$ cat config.mk
export PLATFORM = sky130hd
export DESIGN_NAME = key_repeat_ctrl
export DESIGN_NICKNAME = d
export VERILOG_FILES = /design/src/rtl/tetris_input_pkg.sv /design/src/rtl/key_repeat_fsm.sv /design/src/rtl/key_repeat_ctrl.sv
export SDC_FILE = /design/constraint.sdc
export NUM_CORES = 1
export LEC_CHECK = 0
export ABC_AREA = 1
export CORE_MARGIN = 3
export CORE_UTILIZATION = 31
export CTS_BUF_LIST = sky130_fd_sc_hd__clkbuf_4
export CTS_CLUSTER_SIZE = 16
export DETAILED_ROUTE_END_ITERATION = 6
export DONT_BUFFER_PORTS = 1
export PLACE_DENSITY = 0.56
export SLEW_MARGIN = 20
export SYNTH_ARGS = -nofsm -noshare
export SYNTH_HDL_FRONTEND = slang
export SYNTH_SLANG_ARGS = --single-unit
$ cat constraint.sdc
create_clock -name CLK -period 3.5 [get_ports CLK]
set_clock_uncertainty 0.1 [all_clocks]
set_input_delay 0.7 -clock CLK [delete_from_list [all_inputs] [get_ports CLK]]
set_output_delay 0.7 -clock CLK [all_outputs]
set_load 0.05 [all_outputs]
$ cat src/rtl/tetris_input_pkg.sv
// tetris_input_pkg: shared key indices, per-key state encoding and counter width for the input path.
package tetris_input_pkg;
  localparam int KEY_LEFT  = 0;
  localparam int KEY_RIGHT = 1;
  localparam int KEY_ROT   = 2;
  localparam int KEY_DOWN  = 3;
  localparam int CNT_W     = 8;
  typedef enum logic [1:0] {IDLE, DEB, DELAY, REPEAT} key_state_t;
endpackage

$ cat src/rtl/key_repeat_fsm.sv
// key_repeat_fsm: debounce and DAS/ARR auto-repeat for one key, advancing only on rate ticks.
module key_repeat_fsm
  import tetris_input_pkg::*;
#(
  parameter int DEBOUNCE_TICKS = 2,
  parameter int DAS_TICKS      = 4,
  parameter int ARR_TICKS      = 1
) (
  input  logic CLK,
  input  logic RST,
  input  logic tick,
  input  logic ks,
  output logic pulse_req,
  output logic held
);
  key_state_t state_q, state_d;
  logic [CNT_W-1:0] cnt_q, cnt_d, cnt_inc, lim;
  logic held_q;
  assign cnt_inc = cnt_q + 1'b1;
  assign lim = state_q == DEB   ? CNT_W'(DEBOUNCE_TICKS) :
               state_q == DELAY ? CNT_W'(DAS_TICKS) : CNT_W'(ARR_TICKS);
  assign held = held_q;
  always_comb begin
    state_d   = state_q;
    cnt_d     = cnt_q;
    pulse_req = 1'b0;
    if (tick && !ks) begin
      state_d = IDLE;
      cnt_d   = '0;
    end else if (tick && state_q == IDLE && DEBOUNCE_TICKS > 1) begin
      state_d = DEB;
      cnt_d   = CNT_W'(1);
    end else if (tick && (state_q == IDLE || cnt_inc == lim)) begin
      pulse_req = 1'b1;
      cnt_d     = '0;
      state_d   = (state_q == DELAY || state_q == REPEAT) ? REPEAT : DELAY;
    end else if (tick) begin
      cnt_d = cnt_inc;
    end
  end
  always_ff @(posedge CLK or posedge RST)
    if (RST) begin
      state_q <= IDLE;
      cnt_q   <= '0;
      held_q  <= 1'b0;
    end else begin
      state_q <= state_d;
      cnt_q   <= cnt_d;
      held_q  <= state_d == DELAY || state_d == REPEAT;
    end
endmodule

$ cat src/rtl/key_repeat_ctrl.sv
// key_repeat_ctrl: turns the move-rate square wave into ticks and drives debounced, auto-repeating key strobes.
module key_repeat_ctrl
  import tetris_input_pkg::*;
#(
  parameter int NUM_KEYS       = 4,
  parameter int DEBOUNCE_TICKS = 2,
  parameter int DAS_TICKS      = 4,
  parameter int ARR_TICKS      = 1
) (
  input  logic                CLK,
  input  logic                RST,
  input  logic                rate_clk_in,
  input  logic [NUM_KEYS-1:0] key_raw,
  output logic                tick_out,
  output logic [NUM_KEYS-1:0] key_pulse,
  output logic [NUM_KEYS-1:0] key_held
);
  localparam logic [NUM_KEYS-1:0] LR_MASK = NUM_KEYS'((1 << KEY_LEFT) | (1 << KEY_RIGHT));
  logic [2:0] rate_q;
  logic [NUM_KEYS-1:0] ks1_q, ks_q, req, pulse_d, pulse_q;
  always_ff @(posedge CLK or posedge RST)
    if (RST) begin
      rate_q  <= '0;
      ks1_q   <= '0;
      ks_q    <= '0;
      pulse_q <= '0;
    end else begin
      rate_q  <= {rate_q[1:0], rate_clk_in};
      ks1_q   <= key_raw;
      ks_q    <= ks1_q;
      pulse_q <= pulse_d;
    end
  assign tick_out  = rate_q[1] & ~rate_q[2];
  // Simultaneous left and right cancel each other; their FSMs keep running.
  assign pulse_d   = (req[KEY_LEFT] & req[KEY_RIGHT]) ? req & ~LR_MASK : req;
  assign key_pulse = pulse_q;
  for (genvar k = 0; k < NUM_KEYS; k++) begin : g_key
    key_repeat_fsm #(
      .DEBOUNCE_TICKS(DEBOUNCE_TICKS),
      .DAS_TICKS     (DAS_TICKS),
      .ARR_TICKS     (ARR_TICKS)
    ) u_fsm (
      .CLK      (CLK),
      .RST      (RST),
      .tick     (tick_out),
      .ks       (ks_q[k]),
      .pulse_req(req[k]),
      .held     (key_held[k])
    );
  end
endmodule

; ---- Word level (Yosys, flattened, before mapping)
; Index checks and enable logic that the tools add are counted.
[classes]
addsub = 4
eq_ne = 24
n_lt_le_gt_ge = 0
mux = 53
bitwise = 3
n_shift = 0
div = 0
multipliers = 0
reduce_logical = 36
[op_table]
columns = cell, n
row1 = 8-bit 2-to-1 mux, 20
row2 = 8-bit by 1-bit adder with 8-bit output (second input constant), 4
row3 = 2-bit equality test (second input constant), 16
row4 = 8-bit equality test, 4
row5 = 2-bit 2-to-1 mux, 13
row6 = 1-bit 2-to-1 mux, 16
row7 = 4-bit nonzero test, 4
row8 = 1-bit logical AND, 12
row9 = 1-bit logical OR, 12
row10 = 3-bit 2-to-1 mux, 4
row11 = 2-bit by 1-bit equality test with 1-bit output (second input constant), 4
row12 = 2-bit zero test, 4
row13 = 1-bit zero test, 4
row14 = 1-bit AND, 2
row15 = 1-bit inverter, 1
[totals]
out_inout_bits = 9
wordCells = 136
register_bits = 59
mem_bits_rw = 0
n_memories = 0
latch_bits = 0
rom_bits = 0

; ---- Depth between registers and ports, before layout
[depth]
word_depth = 11
depth_mapped = 13
ltp_nobuf = 13

; ---- Cells and area by module
; Synthesis repeated with hierarchy kept, for this count alone.
[unflattened]
cells_unflattened = 446
area_unflattened_um2 = 3464.6
[by_module_without_submodules]
columns = module, n_inst, seq_area_each_um2, cells_each, area_per_inst_um2
row1 = key_repeat_fsm, 4, 275.3, 106, 765.7
row2 = key_repeat_ctrl, 1, 375.4, 22, 401.6

; ---- Worst setup path after synthesis
; Ideal clock, no wire load.
[synth_path]
path_kind = flip-flop to output port
from = register rate_q[2]
to = output port tick_out
path_buffers = 2
slack_ps = 1347
arrival_time_ps = 1353
stages_incl_launch_ff = 4
cell_sequence = dfrtp_1 nor2_4 buf_2 buf_1
[synth_via]
elab_chain_len = 2
[synth_lines]
columns = element, line_no
row1 = start: declaration, key_repeat_ctrl.sv:19  ; logic [2:0] rate_q;
row2 = start signal: assignment, key_repeat_ctrl.sv:28  ; rate_q <= {rate_q[1:0], rate_clk_in};
row3 = 1-bit inverter, key_repeat_ctrl.sv:33  ; assign tick_out = rate_q[1] & ~rate_q[2];
row4 = 1-bit AND, key_repeat_ctrl.sv:33
row5 = end: declaration, key_repeat_ctrl.sv:14  ; output logic tick_out,
; Every way passes these cells.

; ---- Final worst setup path
; Same ends and word-level chain as after synthesis.

==> PnR_summary.wiki <==
{| class="wikitable"
! Metric !! Value
|-
| Outcome || finished clean
|-
| Sinks on Clock Net || 59
|-
| Final cell count without fillers || 601
|-
| Commonest cells after routing, fill and taps aside || sky130_fd_sc_hd__nand2_1 (150), sky130_fd_sc_hd__inv_1 (74), sky130_fd_sc_hd__dfrtp_1 (59), sky130_fd_sc_hd__nor2_1 (34), sky130_fd_sc_hd__nand3_1 (28)
|-
| Final setup viols || 0
|-
| Top cell type's share of synthesized area || 0.4338
|-
| Element type at the critical path end || output pin
|-
| Synthesized Nets || 477
|-
| Vias in the first global route || 2712
|-
| First-pass GRT wire length || 11.90 mm
|-
| Total negative setup slack || 0 ps
|-
| M1 WL || 3.219 mm
|-
| # port buffers || 0
|-
| Number of buffers inserted during clock tree synthesis || 9
|-
| DRC || 0
|-
| Final-layout fill cell count || 1087
|-
| Sequential Area || 1476 µm²
|-
| Leading cell type in the layout, fill and taps excluded || sky130_fd_sc_hd__nand2_1
|-
| Relative slew slack || 0.5035
|-
| Final critical-path required period || 2189 ps
|-
| Placer congestion estimate || 0.7971
|-
| Number of buffers on the longest clock path || 2
|-
| Number of violations reported at the end of detailed-routing iteration 0 || 119
|-
| Total buffers and inverters traversed by the critical path || 1
|-
| Tightest Pin Transition || 743.6 ps
|-
| Dominant delay contributor by cell family on the critical path || buffers and inverters
|-
| H-tree levels || 3
|-
| Max Cap Violations || 0
|-
| Top cells by area, synth || sky130_fd_sc_hd__dfrtp_1 (43%), sky130_fd_sc_hd__nand2_1 (17%), sky130_fd_sc_hd__inv_1 (8.3%), sky130_fd_sc_hd__ha_1 (5.9%), sky130_fd_sc_hd__nand3_1 (4.1%)
|-
| Initial cell density of the core || 0.3238
|-
| Placed Cells || 585
|-
| Total wire length after detailed routing || 6.736 mm
|-
| Maximum operating frequency || 0.4569 GHz
|-
| Final hold slack || 178.2 ps
|-
| Die area || 12270 µm²
|-
| Wirelength per Cell || 11.21 µm
|-
| Area growth from synthesis to layout || 9.559%
|-
| Cell with the largest stage delay on the worst path || sky130_fd_sc_hd__buf_4
|-
| Count of cells resized by post-cts repair || 0
|-
| Worst R2R Start || rate_q[2]
|-
| Yosys warning count || 0
|-
| Maximum number of pins on one net before global-route repair || 37
|-
| Type of element launching the critical path || flip-flop
|-
| Count of nets after finishing || 483
|-
| Period utilization || 0.6253
|-
| Number of synthesized register bits || 59
|-
| Uppermost layer routed || met4
|-
| Path depth of the worst reg2reg path || 9
|-
| Most area-hungry cell type in the Yosys netlist || sky130_fd_sc_hd__dfrtp_1
|-
| Register-to-register path setup slack || 1430 ps
|-
| Drt pass-1 iters || 4
|-
| Distinct cells, synth || 28
|-
| Area used by multi-input combinational logic || 1584 µm²
|-
| Core footprint || 10510 µm²
|-
| # IOs || 16
|-
| Worst-path clk slew || 110 ps
|-
| Routed wl met2 || 3.112 mm
|-
| CP Cell Sequence || nor2_4 > buf_4
|-
| Global routing usage summed across all routing layers || 0.1162
|-
| Average footprint of a synthesized cell || 7.496 µm²
|-
| Final ANT Viol Nets || 0
|-
| Die Span X || 110.8 µm
|-
| Unrepaired setup endpoints after global routing || false
|-
| Row Count || 37
|-
| Leakage Power || 1.842 nW
|-
| Grt ovf || 0
|-
| Fraction of layout instances using a drive strength above 1 || 0.09032
|-
| Critical path depth || 2
|-
| Ant diodes || 0
|-
| Post-DR vias/cell || 4.586
|-
| DP HPWL || 4.863 mm
|-
| Final max-slew violation count || 0
|-
| Routed length on met3 || 279 µm
|-
| Clock tree root buffer cell || sky130_fd_sc_hd__clkbuf_4
|-
| Startpoint-to-endpoint class of the critical path || flip-flop to output pin
|-
| Pwr per Cell Area || 616.6 nW/µm²
|-
| Initial antenna violation count || 0
|-
| Cell area after technology mapping || 3403 µm²
|-
| Die height || 110.8 µm
|-
| Clock Latency Late Sink || 420 ps
|-
| Sequential-to-total area share from yosys stat || 0.4338
|-
| Arrival time at the worst endpoint || 1390 ps
|-
| Path category of the worst min-delay check || input port to async pin
|-
| Largest vdd supply drop || 0.2810 mV
|-
| Crit Path Max Fanout || 32
|-
| Gate count after technology mapping || 454
|-
| Hold buffers post-CTS || 0
|-
| Via count || 2756
|-
| Final Hold Fails || 0
|-
| Clock tree from TritonCTS || done
|-
| Setup Buffers After CTS || 0
|-
| R2R Path End || g_key[1].u_fsm.cnt_q[7]
|-
| Largest stage delay on the critical path || 450 ps
|-
| Required time at the endpoint of the critical path || 2700 ps
|}
==> through the flow <==
stage	instance area, µm²	utilization	setup slack (ps)	total power [W]
floorplan	3403	-	1244	0.001568
global placement	3550	0.3378	1466	0.001677
detailed placement	3550	0.3378	1457	0.001687
CTS	3729	0.3548	1285	0.002333
global route	3729	0.3548	1217	0.002485
finish	3729	0.3548	1311	0.002299
==> flip-flops by register name, summed over array words and instances (netlist names) <==
| signal | count |
|---|---|
| g_key.u_fsm.cnt_q | 32 |
| g_key.u_fsm.held | 4 |
| ks_q | 4 |
| g_key.u_fsm.state_q | 8 |
| rate_q | 3 |
| key_pulse | 4 |
| ks1_q | 4 |
==> cells by family (layout without fill, tap and decap cells) <==
family	Yosys count	in the layout	share of synthesized area
DFF	59	59	0.4338
xor gates and xnor gates	7	7	0.02243
and+or+nand+nor	242	242	0.3110
AOI/OAI and AO/OA	43	43	0.07317
adders and majority gates	16	16	0.05882
buffers and inverters	87	98	0.1007
==> layout make-up <==
class                           instances  share of cell area
Inverter                               79             0.07953
Timing Repair Buffer                    3            0.006040
Multi-Input combinational cell        308              0.4248
Sequential cell                        59              0.3960
Clock inverter                          6             0.02785
Clock buffer                           10             0.02013
Tap cell                              136             0.04564
==> cells in the mapped netlist (all sizes together) <==
master,n
a21oi,8
a32o,1
buf,7
clkbuf,1
clkinv,3
dfrtp,59
ha,16
inv,76
nand2,155
nand3,33
nand4,9
nor2,42
nor3,1
o21a,1
o21ai,12
o22ai,21
or2,2
xor2,7
==> power by group <==
| part | switching [W] | internal [W] | total [W] |
|---|---|---|---|
| sequential | 0.000206 | 0.000788 | 0.000993 |
| combinational | 0.000428 | 0.000251 | 0.000679 |
| clock | 0.000262 | 0.000365 | 0.000627 |
| total | 0.000895 | 0.00140 | 0.00230 |
==> worst max-delay path by stage <==
stage / slack, ps / from / endpoint
after floorplan: 1240 / RST / g_key[0].u_fsm.cnt_q[0]
after global placement: 1470 / rate_q[2] / g_key[1].u_fsm.cnt_q[7]
after detailed placement: 1460 / rate_q[2] / g_key[1].u_fsm.cnt_q[7]
after CTS: 1280 / rate_q[2] / tick_out
after global routing: 1220 / rate_q[2] / tick_out
final: 1310 / rate_q[2] / tick_out
==> worst register-to-register path, cell delays in order (launching register included) <==
cell and delay (ps):
sky130_fd_sc_hd__dfrtp_1 400, sky130_fd_sc_hd__nor2_4 110, sky130_fd_sc_hd__buf_4 450, sky130_fd_sc_hd__nand3_1 130, sky130_fd_sc_hd__nor2_1 110, sky130_fd_sc_hd__nand2_1 60, sky130_fd_sc_hd__nor2_2 120, sky130_fd_sc_hd__nand3_2 160
sky130_fd_sc_hd__nand2_2 190, sky130_fd_sc_hd__o22ai_1 90
==> metal layers <==
layer / up-vias / global-route usage
met4: 0 / 0.04269
met1: 1262 / 0.1430
met2: 47 / 0.1942
li1: 1433 / -
met3: 14 / 0.03221
met5: - / 0
No activity file was read; power rests on OpenSTA's default activity.
